## src/rtl/spi_ctrl_slave_if.sv

```systemverilog
// Pin-side SPI signals plus the register-block handshake for spi_ctrl_slave.
interface spi_ctrl_slave_if;
    logic       SCK;
    logic       MOSI;
    logic       SS_N;
    logic       MISO;
    logic [6:0] SPI_ADDRESS;
    logic [7:0] SPI_DATA;
    logic       SPI_ENA;
    logic [7:0] DATA_TO_MISO;
    logic       FRAME_ERR;

    modport slave (
        input  SCK, MOSI, SS_N, DATA_TO_MISO,
        output MISO, SPI_ADDRESS, SPI_DATA, SPI_ENA, FRAME_ERR
    );

    modport master (
        output SCK, MOSI, SS_N, DATA_TO_MISO,
        input  MISO, SPI_ADDRESS, SPI_DATA, SPI_ENA, FRAME_ERR
    );
endinterface

```

## src/rtl/spi_ctrl_slave.sv

```systemverilog
// SPI mode-0 slave: oversamples the pins in the CLK domain and turns 16-bit frames
// into register write strobes / read data on MISO.
module spi_ctrl_slave (
    input  logic CLK,
    input  logic RST,
    spi_ctrl_slave_if.slave bus
);
    typedef enum logic [2:0] {IDLE, HDR, DATA, TAIL, LOCKOUT} state_t;

    state_t      state;
    logic        sck_s1, sck_s2, sck_s3;
    logic        ss_s1, ss_s2, ss_s3;
    logic        mosi_s1, mosi_s2, mosi_d;
    logic        sck_rise, sck_fall, ss_rise, ss_fall;
    logic [14:0] shreg;
    logic [15:0] sh_next;
    logic [6:0]  miso_sh;
    logic [4:0]  cnt;
    logic        rw;
    logic        miso_q, ena_q, err_q;
    logic [6:0]  addr_q;
    logic [7:0]  data_q;

    // The 16th bit is consumed straight from sh_next, so 15 stored bits suffice.
    assign sh_next = {shreg, mosi_d};

    // Two-flop synchronisers, one extra stage for edges; edge flags are registered
    // so every output lands 4 CLK after the pin edge.
    always_ff @(posedge CLK) begin
        if (RST) begin
            sck_s1 <= 1'b0; sck_s2 <= 1'b0; sck_s3 <= 1'b0;
            ss_s1 <= 1'b0; ss_s2 <= 1'b0; ss_s3 <= 1'b0;
            mosi_s1 <= 1'b0; mosi_s2 <= 1'b0; mosi_d <= 1'b0;
            sck_rise <= 1'b0; sck_fall <= 1'b0;
            ss_rise <= 1'b0; ss_fall <= 1'b0;
        end else begin
            sck_s1 <= bus.SCK;  sck_s2 <= sck_s1;  sck_s3 <= sck_s2;
            ss_s1 <= bus.SS_N;  ss_s2 <= ss_s1;    ss_s3 <= ss_s2;
            mosi_s1 <= bus.MOSI; mosi_s2 <= mosi_s1; mosi_d <= mosi_s2;
            sck_rise <= sck_s2 & ~sck_s3;
            sck_fall <= ~sck_s2 & sck_s3;
            ss_rise <= ss_s2 & ~ss_s3;
            ss_fall <= ~ss_s2 & ss_s3;
        end
    end

    always_ff @(posedge CLK) begin
        if (RST) begin
            // Synchronisers clear to 0, i.e. SS_N reads low: park in LOCKOUT until
            // the real level has propagated, so a frame in flight is never decoded.
            state   <= LOCKOUT;
            shreg   <= '0;
            miso_sh <= '0;
            cnt     <= '0;
            rw      <= 1'b0;
            miso_q  <= 1'b0;
            ena_q   <= 1'b0;
            err_q   <= 1'b0;
            addr_q  <= '0;
            data_q  <= '0;
        end else begin
            ena_q <= 1'b0;
            err_q <= 1'b0;
            case (state)
                IDLE: begin
                    miso_q <= 1'b0;
                    if (ss_fall) begin
                        state <= HDR;
                        cnt   <= '0;
                        shreg <= '0;
                    end
                end
                HDR, DATA: begin
                    if (ss_rise) begin
                        err_q  <= 1'b1;
                        miso_q <= 1'b0;
                        state  <= IDLE;
                    end else begin
                        if (sck_rise) begin
                            shreg <= sh_next[14:0];
                            cnt   <= cnt + 5'd1;
                            if (state == HDR && cnt == 5'd7) begin
                                rw     <= sh_next[7];
                                addr_q <= sh_next[6:0];
                                state  <= DATA;
                            end
                            if (state == DATA && cnt == 5'd15) begin
                                if (!sh_next[15]) begin
                                    data_q <= sh_next[7:0];
                                    ena_q  <= 1'b1;
                                end
                                miso_q <= 1'b0;
                                state  <= TAIL;
                            end
                        end
                        // Rise and fall are never flagged in the same cycle.
                        if (state == DATA && sck_fall && rw) begin
                            if (cnt == 5'd8) begin
                                miso_sh <= bus.DATA_TO_MISO[6:0];
                                miso_q  <= bus.DATA_TO_MISO[7];
                            end else begin
                                miso_sh <= {miso_sh[5:0], 1'b0};
                                miso_q  <= miso_sh[6];
                            end
                        end
                    end
                end
                TAIL: begin
                    miso_q <= 1'b0;
                    if (ss_rise) state <= IDLE;
                end
                LOCKOUT: begin
                    miso_q <= 1'b0;
                    if (ss_s2) state <= IDLE;
                end
                default: state <= IDLE;
            endcase
            if (ss_s2) miso_q <= 1'b0;
        end
    end

    assign bus.MISO        = miso_q;
    assign bus.SPI_ADDRESS = addr_q;
    assign bus.SPI_DATA    = data_q;
    assign bus.SPI_ENA     = ena_q;
    assign bus.FRAME_ERR   = err_q;
endmodule

```

## src/flat_wrapper.sv

```systemverilog
// flat-port wrapper written by rule: the top's interface ports become plain ports
module spi_ctrl_slave_flat 
  (CLK, RST, bus_SCK, bus_MOSI, bus_SS_N, bus_DATA_TO_MISO, bus_MISO, bus_SPI_ADDRESS, bus_SPI_DATA, bus_SPI_ENA, bus_FRAME_ERR);
  spi_ctrl_slave_if bus_i ();
  input  logic CLK;
  input  logic RST;
  input wire logic [$bits(bus_i.SCK)-1:0] bus_SCK;
  input wire logic [$bits(bus_i.MOSI)-1:0] bus_MOSI;
  input wire logic [$bits(bus_i.SS_N)-1:0] bus_SS_N;
  input wire logic [$bits(bus_i.DATA_TO_MISO)-1:0] bus_DATA_TO_MISO;
  output wire logic [$bits(bus_i.MISO)-1:0] bus_MISO;
  output wire logic [$bits(bus_i.SPI_ADDRESS)-1:0] bus_SPI_ADDRESS;
  output wire logic [$bits(bus_i.SPI_DATA)-1:0] bus_SPI_DATA;
  output wire logic [$bits(bus_i.SPI_ENA)-1:0] bus_SPI_ENA;
  output wire logic [$bits(bus_i.FRAME_ERR)-1:0] bus_FRAME_ERR;
  assign bus_i.SCK = bus_SCK;
  assign bus_i.MOSI = bus_MOSI;
  assign bus_i.SS_N = bus_SS_N;
  assign bus_i.DATA_TO_MISO = bus_DATA_TO_MISO;
  assign bus_MISO = bus_i.MISO;
  assign bus_SPI_ADDRESS = bus_i.SPI_ADDRESS;
  assign bus_SPI_DATA = bus_i.SPI_DATA;
  assign bus_SPI_ENA = bus_i.SPI_ENA;
  assign bus_FRAME_ERR = bus_i.FRAME_ERR;
  spi_ctrl_slave u_core (.CLK(CLK), .RST(RST), .bus(bus_i));
endmodule
```

## config.mk

```make
export PLATFORM = sky130hd
export DESIGN_NAME = spi_ctrl_slave_flat
export DESIGN_NICKNAME = d
export VERILOG_FILES = /design/src/rtl/spi_ctrl_slave_if.sv /design/src/rtl/spi_ctrl_slave.sv /design/src/flat_wrapper.sv
export SDC_FILE = /design/constraint.sdc
export NUM_CORES = 1
export LEC_CHECK = 0
export BUFFER_PORTS_ARGS = -buffer_cell sky130_fd_sc_hd__buf_2
export CAP_MARGIN = 20
export CORE_MARGIN = 3
export CORE_UTILIZATION = 25
export DETAILED_ROUTE_END_ITERATION = 10
export HOLD_SLACK_MARGIN = 0.06
export SYNTH_ARGS = -nofsm -noshare
export SYNTH_HDL_FRONTEND = slang
export SYNTH_SLANG_ARGS = --single-unit
```

## constraint.sdc

```tcl
create_clock -name CLK -period 1.8 [get_ports CLK]
set_input_delay 0.36 -clock CLK [delete_from_list [all_inputs] [get_ports CLK]]
set_output_delay 0.36 -clock CLK [all_outputs]
set_load 0.005 [all_outputs]
```

# Word level (Yosys, flattened, before mapping)
# Index checks and enable logic that the tools add are counted.
[word_totals]
reg_bits = 62
in_bits = 13
out_inout_bits = 18
word_cells = 96
[op_classes]
addsub = 1
n_eq_ne = 16
n_mux = 25
bitwise_logic = 13
n_reduce_logical = 18
[op_table]
columns = ["cell", "n"]
rows = [
  ["$mux 15", 3],
  ["$pmux 15 s2", 1],
  ["$mux 3", 7],
  ["$mux 5", 3],
  ["$ne 4x1->1 const B", 3],
  ["$pmux 3 s4", 1],
  ["$eq 5x4->1 const B", 2],
  ["$pmux 5 s2", 1],
  ["$reduce_and 5->1", 2],
  ["$not 1->1", 9],
  ["$ne 2x1->1 const B", 4],
  ["$reduce_and 4->1", 2],
  ["$mux 1", 7],
  ["$mux 7", 1],
  ["$eq 3x2->1 const B", 2],
  ["$reduce_and 3->1", 2],
  ["$reduce_or 2->1", 3],
  ["$add 5x1->5 const B", 1],
  ["$eq 5x3->1 const B", 1],
  ["$reduce_or 5->1", 1],
  ["$and 1x1->1", 4],
  ["$logic_and 1x1->1", 4],
  ["$reduce_bool 2->1", 2],
  ["$eq 3x1->1 const B", 1],
  ["6 further kinds", 6],
]

# Logic depth before layout (Yosys ltp)
# Gate-level depths: netlist of the first run.
[logic_depth]
word_depth = 7
ltp_mapped = 7
ltp_nobuf = 7

# Worst setup path before layout of the first run
# OpenSTA, ideal clock, no wires.
[synth_timing]
path_kind = "register to register"
from = "reg u_core.cnt[0]"
to = "reg u_core.state[0]"
setup_ns = 0.059
arrival_time_ns = 1.794
t_required_ns = 1.741
setup_slack_ns = -0.052
stages_incl_launch_ff = 7
path_buffers = 0
period_less_slack_ns = 1.852
cell_sequence = "dfxtp_1 ha_1 and3_1 ha_1 mux2_2 a2111oi_0 o221a_2"
[synth_via]
elab_chain_cells = 6
elab_cells_between_ends = 10
cone_classes = "3 x eq/ne; 4 x mux; 3 x reduce/logical"
[synth_lines]
columns = ["element", "line", "rtl"]
rows = [
  ["from (decl)", "spi_ctrl_slave.sv:18", "logic [4:0] cnt;"],
  ["from (signal assigned)", "spi_ctrl_slave.sv:81", "cnt <= cnt + 5'd1;"],
  ["$eq 5x4->1", "spi_ctrl_slave.sv:87", "if (state == DATA && cnt == 5'd15) begin"],
  ["$logic_and 1x1->1", "spi_ctrl_slave.sv:87", ""],
  ["$mux 3", "spi_ctrl_slave.sv:87", ""],
  ["$mux 3", "spi_ctrl_slave.sv:79", "if (sck_rise) begin"],
  ["$mux 3", "spi_ctrl_slave.sv:74", "if (ss_rise) begin"],
  ["$pmux 3 s4", "spi_ctrl_slave.sv:64", "case (state)"],
  ["to (signal assigned)", "spi_ctrl_slave.sv:68", "state <= HDR;"],
  ["to (signal assigned)", "spi_ctrl_slave.sv:77", "state <= IDLE;"],
  ["to (signal assigned)", "spi_ctrl_slave.sv:85", "state <= DATA;"],
  ["to (decl)", "spi_ctrl_slave.sv:10", "state_t state;"],
]
# Several ways; a longest one is shown, not always the timed one. The select of a mux whose other input is x is not followed.
# A chain may end at the register's enable or synchronous reset.

# Worst setup path after layout of the first run
# Same ends and word-level chain as after synthesis.

==> key figures, run 1 <==
Status
  – Status: finished, final reports clean

Critical path
  – CP Launch Point: u_core.cnt[0]
  – Critical Path Source Type: flip-flop
  – Worst setup endpoint: u_core.state[0]
  – CP endpoint kind: flip-flop
  – Arrival @ worst endpoint: approximately 2.0 ns
  – FF-to-FF path depth: 6
  – Worst r2r src: u_core.cnt[0]
  – Setup CP Type: reg2reg
  – FF-to-FF End: u_core.state[0]
  – Crit path max fanout: 3
  – WP data required: 2.03 ns
  – Worst R2R Setup Slack: approximately 0.063 ns

Floorplanning
  – Die X: 108 µm
  – Row count: 36
  – I/O pin cnt: 31
  – Die Height: ~110 µm
  – Die ar.: approximately 12,000 µm²
  – Starting Density: between 20% and 30%
  – CORE AREA: approximately 10000 µm²

Timing
  – Max_slew headroom: 67.2%
  – Period utilisation layout: around 97%
  – Final setup viols: 0
  – Fmax: 576 MHz
  – Clock Skew: approximately 0.011 ns
  – Post-layout min period: roughly 1.7 ns
  – Final setup margin: 0.0626 ns
  – Final hold violation count: 0
  – Final Max Slew Viols: 0
  – RSZ-0062 raised after global routing: true
  – Tightest Pin Transition: 0.492 ns

Drt
  – Drt drc: 0
  – Detailed Route Iter0 Violations: 88
  – Routed Antenna Nets: 0
  – Drt wl/cell: about 12 µm
  – Via count: 2,156
  – DRT Pass-1 Iters: 4
  – Vias per cell: approximately 4.7
  – Drt total wl: about 5600 µm

Synth
  – Area share of the largest cell type after synthesis: between 40% and 50%
  – Syn_nets: around 300
  – Post-synthesis cell count: roughly 280
  – Most numerous cell in the Yosys netlist: dfxtp_1
  – Sequential element share of the synthesized area: between 40% and 50%
  – Mapped Area: about 2600 µm²
  – Post-synth EDFFs: 0
  – Top cells by area, synth: dfxtp_1, or4b_1, a21oi_1, mux2i_1, o21ai_0
  – Ys async rst share: 0%
  – Number of synthesized register bits: 62
  – Netlist cell types: 40
  – Avg Synthesized Cell Area: 9.37 µm²
  – Area leader, netlist: dfxtp_1
  – Commonest register cell after synthesis: dfxtp_1
  – Synth warn: 0
  – Synth cell count leaders: dfxtp_1, a21oi_1, o21ai_0

Power
  – Leak: roughly 1.2 nW
  – VDD IR max: around 0.00031 V
  – Power per Cell Area: approximately 1000 nW/µm²

Clock network
  – Root Driver: clkbuf_8
  – CTS clock-pin slew for the worst setup and hold paths: ~0.07 ns
  – CTS sink count: 62
  – H-tree Lvls: 3
  – CTS tree: done
  – Worst-Skew Late Latency: roughly 0.35 ns
  – Cts bufs inserted: 9
  – # Post-CTS Setup Buffers: 0
  – Clock buffer depth: 2
  – Hold Buf Count CTS: 0

Final layout
  – Final instance area: 3360 µm²
  – Area growth, synth to finish: 29.3%
  – Fillcell total: roughly 1,000
  – Fraction of layout instances using a drive strength above 1: 26.9%
  – Post-layout net count: around 330
  – Diode count: 0

Placement
  – Gpl congestion: around 0.77
  – Detail Placement HPWL: 3680 µm
  – IO buf count: 30
  – DP Worst Slack: -0.0267 ns
  – Placed Area: 3020 µm²

Global routing
  – Initial antenna violation count: 0
  – Pin count of the biggest net entering global routing: 40
  – Total GRT Usage: about a tenth
  – Total gr overflow: 0
  – Vias in the first global route: 2,080
  – Global-route wire length before repair: between 9000 and 10,000 µm

Flow run
  – Max Cap Violations: 0

Hold path
  – Min-delay worst type: in2reg
[state kept, by name (all words and copies together), names as in the netlist]
| name | cells |
|---|---|
| u_core.bus.FRAME_ERR | 1 |
| u_core.bus.MISO | 1 |
| u_core.bus.SPI_ADDRESS | 7 |
| u_core.bus.SPI_DATA | 8 |
| u_core.bus.SPI_ENA | 1 |
| u_core.cnt | 5 |
| u_core.miso_sh | 7 |
| u_core.mosi_d | 1 |
| u_core.mosi_s1 | 1 |
| u_core.mosi_s2 | 1 |
| u_core.rw | 1 |
| u_core.sck_fall | 1 |
| u_core.sck_rise | 1 |
| u_core.sck_s1 | 1 |
| u_core.sck_s2 | 1 |
| u_core.sck_s3 | 1 |
| u_core.shreg | 15 |
| u_core.ss_fall | 1 |
| u_core.ss_rise | 1 |
| u_core.ss_s1 | 1 |
| u_core.ss_s2 | 1 |
| u_core.ss_s3 | 1 |
| u_core.state | 3 |
[metal layers]
metal	track usage, %	part of all wire, %	up-vias
li1	-	-	1085
met5	0	0	-
met2	16.8	48	30
met3	3.18	3.4	8
met4	4.60	1.9	0
met1	13.1	46	1033
[through the flow]
stage          power, mW  cells  hold WS [ns]  setup TNS [ns]  util [%]
6_report            3.42    456         0.225               0      33.7
5_1_grt             3.58    456         0.208               0      33.7
4_1_cts             3.44    456         0.209               0      33.3
3_5_place_dp        1.80    440         0.398         -0.0267      30.4
3_3_place_gp        1.79    440         0.388               0      30.4
2_1_floorplan       1.69    277         0.383               0         -
[area by class of cell]
type	count	area (µm²)	area share, %
Inverter	4	15.0	0.447
Timing Repair Buffer	54	363	10.8
Clock buffer	9	124	3.69
Clock inverter	7	143	4.25
Multi-Input combinational cell	187	1300	38.7
Sequential cell	62	1240	37.1
Tap cell	133	166	4.96
[how the worst min path moves through the flow]
stage                     cells after the start  slack [ns]           from              end
after floorplan                               1        0.38  u_core.sck_s3  u_core.sck_rise
after global placement                        1        0.39  u_core.sck_s3  u_core.sck_rise
after detailed placement                      1        0.40  u_core.sck_s3  u_core.sck_rise
after CTS                                     2        0.21       bus_SS_N     u_core.ss_s1
after global routing                          2        0.21       bus_SS_N     u_core.ss_s1
final                                         2        0.23       bus_SS_N     u_core.ss_s1
[critical path, stage by stage, from the launching register on]
cell	delay, ns
dfxtp_2	0.32
ha_2	0.18
and3_4	0.17
ha_2	0.16
mux2_4	0.30
a2111o_1	0.37
o221a_2	0.13
[placed cells by master (no fill, tap or decap), types with 11 or more instances in the layout]
master / netlist / final
nor2b_1: 15 / 15
a21oi_1: 29 / 29
nor2_1: 18 / 18
dfxtp_1: 62 / 59
nand2_1: 11 / 11
o21ai_0: 21 / 20
nand3_1: 13 / 13
or4b_1: 16 / 16
buf_2: 4 / 30
buf_4: 2 / 20
mux2i_1: 14 / 14
[where the power goes]
part / switching (mW) / internal [mW] / leakage, nW
sequential: 0.0237 / 1.40 / 0.503
combinational: 0.227 / 0.138 / 0.592
clock: 0.568 / 1.07 / 0.134
total: 0.818 / 2.60 / 1.23
[timing repair]
action,4_1_cts,5_1_grt
gates resized for setup,3,12
endpoints found under the hold margin,0,0
pin swaps,1,4
endpoints found under the setup margin,2,39
[cell families (layout without fill, tap and decap cells)]
group                      count (synthesis)  in the layout  share of synthesized area, %
AOI/OAI and AO/OA                         70             70                          15.9
DFF                                       62             62                          47.8
xor gates and xnor gates                   2              2                         0.675
muxes                                     16             16                          6.26
buffers and inverters                     28             74                          4.87
adders and majority gates                  3              3                          1.45
and+or+nand+nor                           96             96                          23.0
(Power assumes the default switching activity.)
==> run 2, diff against run 1 <==
PLACE_DENSITY_LB_ADDON = 0.05   (was unset)
==> run 2 against run 1 <==
Net effect: final cell count is 1.1% higher; combinational power is 9.9% higher; clock skew is 0.00096 ns lower; hold slack better by 0.011 ns.
==> key figures, run 2 (synthesized netlist as in run 1, its figures left out) <==
Clock network
  – Clock buffer depth: 2 (unchanged)
  – Cts bufs inserted: 9 (unchanged)
  – CTS sink count: 62 (unchanged)
  – CTS tree: done
  – Root Driver: clkbuf_8
  – Worst-Skew Late Latency: 0.34 ns (about the same)
  – H-tree Lvls: 3 (unchanged)
  – CTS clock-pin slew for the worst setup and hold paths: 0.07 ns (about the same)

Power
  – Psw: 801 µW (-2.1%)
  – Internal Power: 2.09 mW (-20%)
  – Power per Cell Area: 873 nW/µm² (-14%)
  – Seq pwr share: 49.1% (+7.5 points)
  – Clock share of power: 37.0% (-11 points)
  – Switching part of the total: 27.7% (+3.8 points)
  – VDD IR max: 0.000261 V (-16%)
  – Leak: 1.22 nW (-0.79%)
  – Combinational power share: 13.9% (+3.2 points)

Placement
  – Gpl congestion: 0.701 (-8.8%)
  – IO buf count: 30 (unchanged)
  – DP Worst Slack: -0.00312 ns (+0.0236 ns)
  – Detail Placement HPWL: 4280 µm (+16%)

Timing
  – Clock Skew: 0.0105 ns (-0.000957 ns)
  – Hold_ws: 0.236 ns (+0.0109 ns)
  – Tightest Pin Transition: 0.509 ns (+0.0173 ns)
  – Final setup margin: 0.0344 ns (-0.0282 ns)
  – Final hold violation count: 0 (unchanged)
  – Post-layout min period: 1.77 ns (+0.0282 ns)
  – RSZ-0062 raised after global routing: true
  – Max_slew headroom: 66.0% (-1.2 points)
  – Final Max Slew Viols: 0 (unchanged)
  – Period utilisation layout: 98.1% (+1.6 points)
  – Fmax: 566 MHz (-1.6%)
  – Final setup viols: 0 (unchanged)

Critical path
  – Crit path buffers/inverters: 0 (unchanged)
  – Arrival @ worst endpoint: 1.99 ns (+0.02 ns)
  – Setup CP Type: reg2reg
  – CP cell instances: ha_2 -> and3_4 -> ha_2 -> mux2_4 -> a2111o_1 -> o221a_2
  – Crit path max fanout: 3 (unchanged)
  – Crit-path slowest cell: a2111o_1
  – Delay-heaviest family, CP: compound AO/OA/AOI/OAI gates
  – CP endpoint kind: flip-flop
  – Critical Path Source Type: flip-flop
  – Cell mode on critical path: ha_2
  – WP data required: 2.03 ns (about the same)
  – Crit path largest cell delay: 0.41 ns (+0.04 ns)

Final layout
  – Post-layout net count: 339 (+1.5%)
  – Most common cell after layout, fill and taps aside: dfxtp_1
  – Area growth, synth to finish: 27.5%
  – Commonest cells after routing, fill and taps aside: dfxtp_1, buf_2, a21oi_1
  – Largest register FFs: 15 (unchanged)
  – Final Core Density: 33.3% (-0.45 points)
  – Fraction of layout instances using a drive strength above 1: 27.4% (+0.50 points)
  – Diode count: 0 (unchanged)
  – Top reg by flops: u_core.shreg

Global routing
  – Initial antenna violation count: 0 (unchanged)
  – Total GRT Usage: 12.0% (+1.5 points)
  – Total gr overflow: 0 (unchanged)
  – Vias in the first global route: 2,099 (+0.91%)
  – Global-route wire length before repair: 10,900 µm (+12%)
  – Pin count of the biggest net entering global routing: 38 (-5.0%)

Flow run
  – Max Cap Violations: 0 (unchanged)

Drt
  – Routed Antenna Nets: 0 (unchanged)
  – WL met2: 2880 µm (+5.4%)
  – Drt drc: 0 (unchanged)
  – Vias per cell: 4.63 (-2.0%)
  – Detailed Route Iter0 Violations: 96 (+9.1%)
  – Met3 wire length: 243 µm (+25%)
  – Top sig layer: met4
  – Drt total wl: 6440 µm (+15%)
  – DRT Pass-1 Iters: 4 (unchanged)
  – Wire length on met1: 3240 µm (+25%)
  – Drt wl/cell: 14.0 µm (+13%)
  – Via count: 2,136 (-0.93%)

Hold path
  – Min-delay worst type: in2reg

Floorplanning
  – Row count: 36 (unchanged)
  – Die ar.: 11,600 µm² (unchanged)
  – CORE AREA: 9950 µm² (unchanged)
  – I/O pin cnt: 31 (unchanged)
  – Starting Density: 26.1% (unchanged)
  – Die X: 108 µm (unchanged)
  – Die Height: 108 µm (unchanged)

Status
  – Status: finished, final reports clean
==> run 2: changes by cell type in the layout (fill, tap and decap cells not counted), moves of 2 or more <==
cell | previous run | this run
bufinv_16 | 4 | 0
clkbuf_1 | 0 | 2
buf_12 | 2 | 4
buf_6 | 2 | 0
clkinv_2 | 1 | 3
buf_4 | 20 | 25
inv_6 | 2 | 0
==> run 2: worst reg2reg max path, stage by stage, from the launching register on <==
cell	delay (ns)
dfxtp_2	0.32
ha_2	0.18
and3_4	0.17
ha_2	0.16
mux2_4	0.30
a2111o_1	0.41
o221a_2	0.12
==> run 2: worst paths after layout <==
check | startpoint | to | slack (ns) | cells past startpoint
setup / recovery | u_core.cnt[0] | u_core.state[0] | 0.03 | 6
hold / removal | bus_SCK | u_core.sck_s1 | 0.24 | 2
setup reg to reg | u_core.cnt[0] | u_core.state[0] | 0.03 | 6
hold reg to reg | u_core.ss_s3 | u_core.ss_rise | 0.42 | 1
==> run 2: final cells by class <==
cell class                      instances  area (µm²)
Sequential cell                        62        1240
Clock buffer                           12         145
Tap cell                              133         166
Clock inverter                          4        22.5
Multi-Input combinational cell        187        1300
Fill cell                            1054        6640
Timing Repair Buffer                   59         418
Inverter                                4        15.0
==> run 2: through the flow <==
stage | instance area [µm²] | TNS (ns) | cells | power [mW]
2_1_floorplan | 2610 | 0 | 277 | 1.69
3_3_place_gp | 3080 | 0 | 445 | 1.85
3_5_place_dp | 3080 | -0.00312 | 445 | 1.84
4_1_cts | 3260 | 0 | 461 | 2.94
5_1_grt | 3310 | -0.00114 | 461 | 3.06
6_report | 3310 | 0 | 461 | 2.89
==> run 2: power groups by stage <==
stage               combinational (mW)  clock [mW]  sequential (mW)
global placement                 0.399           0             1.45
finish                           0.401        1.07             1.42
detailed placement               0.396           0             1.45
CTS                              0.398        1.12             1.41
floorplan                        0.244           0             1.44
global route                     0.446        1.19             1.42
==> run 2: layer usage <==
layer | global-route usage, % | vias to the layer above
met3 | 3.24 | 5
li1 | - | 1095
met2 | 18.0 | 35
met1 | 16.4 | 1001
met4 | 4.87 | 0
met5 | 0 | -
==> run 2: what timing repair did <==
action / CTS / global route
gates resized for setup: 1 / 11
pin swaps: 0 / 0
endpoints found under the setup margin: 1 / 17
endpoints found under the hold margin: 0 / 0
hold buffers: 0 / 0
buffers inserted: 0 / 0
==> run 3, diff against run 2 <==
CORE_MARGIN = unset   (was 3)
CORE_UTILIZATION = 40   (was 25)
==> run 3 against run 2 <==
Net effect: via count decreased by 2.0%; maximum frequency increased by 2.4%; non-clock buffer count decreased by 6; first-iteration DRC count increased by 8.3%; critical path depth unchanged; sequential power about the same; cell area decreased by 4.5%; die area decreased by 41%; critical path type unchanged; flip-flop and latch count unchanged; largest cell class unchanged; clock power increased by 5%; final cell count decreased by 14%.
==> key figures, run 3 (synthesized netlist as in run 1, its figures left out) <==
Global routing
  – Global-route wire length before repair: 9450 µm (-13%)
  – Total GRT Usage: 18.7% (+6.6 points)
  – Pin count of the biggest net entering global routing: 38 (unchanged)
  – Initial antenna violation count: 0 (unchanged)
  – Total gr overflow: 0 (unchanged)
  – Vias in the first global route: 1,988 (-5.3%)

Clock network
  – CTS sink count: 62 (unchanged)
  – # Post-CTS Setup Buffers: 0 (unchanged)
  – CTS clock-pin slew for the worst setup and hold paths: 0.07 ns (about the same)
  – H-tree Lvls: 3 (unchanged)
  – Hold Buf Count CTS: 0 (unchanged)
  – CTS tree: done
  – Cts bufs inserted: 9 (unchanged)
  – Root Driver: clkbuf_8
  – Post-CTS Resized: 0 (-1)
  – Clock buffer depth: 2 (unchanged)
  – Worst-Skew Late Latency: 0.33 ns (about the same)

Timing
  – Final hold violation count: 0 (unchanged)
  – Fmax: 580 MHz (+2.4%)
  – Post-layout min period: 1.72 ns (-0.0409 ns)
  – Max_slew headroom: 65.0% (-1.0 points)
  – Clock Skew: 0.00846 ns (-0.00202 ns)
  – RSZ-0062 raised after global routing: false
  – Final Max Slew Viols: 0 (unchanged)
  – Period utilisation layout: 95.8% (-2.3 points)
  – Post-route setup TNS: 0 ns (unchanged)
  – Tightest Pin Transition: 0.525 ns (+0.0157 ns)
  – Final setup viols: 0 (unchanged)

Status
  – Status: finished, final reports clean

Floorplanning
  – Die Height: 82.6 µm (-23%)
  – CORE AREA: 6100 µm² (-39%)
  – Row count: 28 (-22%)
  – I/O pin cnt: 31 (unchanged)
  – Starting Density: 42.6% (+17 points)
  – Die ar.: 6820 µm² (-41%)
  – Die X: 82.6 µm (-23%)

Power
  – Power per Cell Area: 915 nW/µm² (+4.9%)
  – Total power: 2.89 mW (+0.21%)
  – Leak: 1.19 nW (-2.7%)
  – VDD IR max: 0.000424 V (+62%)

Final layout
  – Fraction of layout instances using a drive strength above 1: 24.9% (-2.5 points)
  – Non-filler cells, final: 396 (-14%)
  – Final instance area: 3160 µm² (-4.5%)
  – Area growth, synth to finish: 21.8%
  – Post-layout net count: 333 (-1.8%)
  – Multi-input gate area: 1280 µm² (-1.3%)
  – Top reg by flops: u_core.shreg
  – Commonest cells after routing, fill and taps aside: dfxtp_1, buf_2, a21oi_1
  – Diode count: 0 (unchanged)
  – Most common cell after layout, fill and taps aside: dfxtp_1
  – Fillcell total: 589 (-44%)
  – Reg area: 1240 µm² (-0.30%)
  – Final Core Density: 51.9% (+19 points)
  – Largest register FFs: 15 (unchanged)

Drt
  – DRT Pass-1 Iters: 4 (unchanged)
  – Drt total wl: 5540 µm (-14%)
  – Detailed Route Iter0 Violations: 104 (+8.3%)
  – Drt wl/cell: 14.0 µm (+0.13%)
  – Routed Antenna Nets: 0 (unchanged)
  – Drt drc: 0 (unchanged)
  – Vias per cell: 5.29 (+14%)
  – Via count: 2,093 (-2.0%)

Critical path
  – CP endpoint kind: flip-flop
  – Setup CP Type: reg2reg
  – Crit path buffers/inverters: 0 (unchanged)
  – Cell mode on critical path: ha_2
  – Critical Path Source Type: flip-flop
  – Crit path largest cell delay: 0.36 ns (-0.05 ns)
  – WP data required: 2.02 ns (about the same)
  – CP cell instances: ha_2 -> and3_1 -> ha_2 -> mux2_4 -> a2111o_1 -> o221a_2
  – Arrival @ worst endpoint: 1.94 ns (-0.05 ns)
  – Crit path max fanout: 3 (unchanged)
  – Crit-path slowest cell: a2111o_1
  – Delay-heaviest family, CP: compound AO/OA/AOI/OAI gates

Flow run
  – Max Cap Violations: 0 (unchanged)

Placement
  – Gpl congestion: 0.774 (+10%)
  – IO buf count: 30 (unchanged)
  – Placed Area: 2940 µm² (-4.6%)
  – Placed cells: 381 (-14%)
  – Detail Placement HPWL: 3560 µm (-17%)

Hold path
  – Min-delay worst type: in2reg
## run 3: metrics by stage
step	setup WS (ns)	hold slack, ns
floorplan	0.00137	0.383
global placement	0.0393	0.392
detailed placement	0.0247	0.395
CTS	0.00425	0.223
global route	0.00000111	0.241
finish	0.0753	0.233
## run 3: path summary, 6_finish.rpt
check	endpoint	start	slack (ns)	depth (start not counted)
worst min-delay path	u_core.sck_s1	bus_SCK	0.23	2
worst max register to register	u_core.state[0]	u_core.cnt[0]	0.08	6
worst min register to register	u_core.ss_rise	u_core.ss_s3	0.40	1
worst max-delay path	u_core.state[0]	u_core.cnt[0]	0.08	6
## run 3: layout make-up
cell class / count / share of cell area, %
clock inverters: 3 / 0.593
well taps: 75 / 2.97
multi-input cells: 187 / 40.5
repair buffers: 53 / 11.0
clock buffers: 12 / 5.22
inverters: 4 / 0.475
flip-flops and latches: 62 / 39.2
## run 3: power by group
group	switching [mW]	total [mW]	internal (mW)	leakage [nW]
registers	0.0147	1.41	1.40	0.501
clock network	0.522	1.12	0.602	0.0982
logic	0.233	0.359	0.126	0.586
total	0.770	2.89	2.13	1.19
## run 3: layer usage
metal	part of all wire [%]	vias to the layer above	global-route usage [%]
met4	1.2	0	8.79
met5	0	-	0
li1	-	1089	-
met3	3.2	6	3.96
met2	44	36	28.7
met1	51	962	24.9
## run 3: worst reg2reg max path: cells and delay by family, from the launching register on
| family | cells | cell delay [ns] |
|---|---|---|
| adders and majority gates | 2 | 0.35 |
| DFF | 1 | 0.32 |
| AOI/OAI and AO/OA | 2 | 0.48 |
| and+or+nand+nor | 1 | 0.18 |
| muxes | 1 | 0.29 |
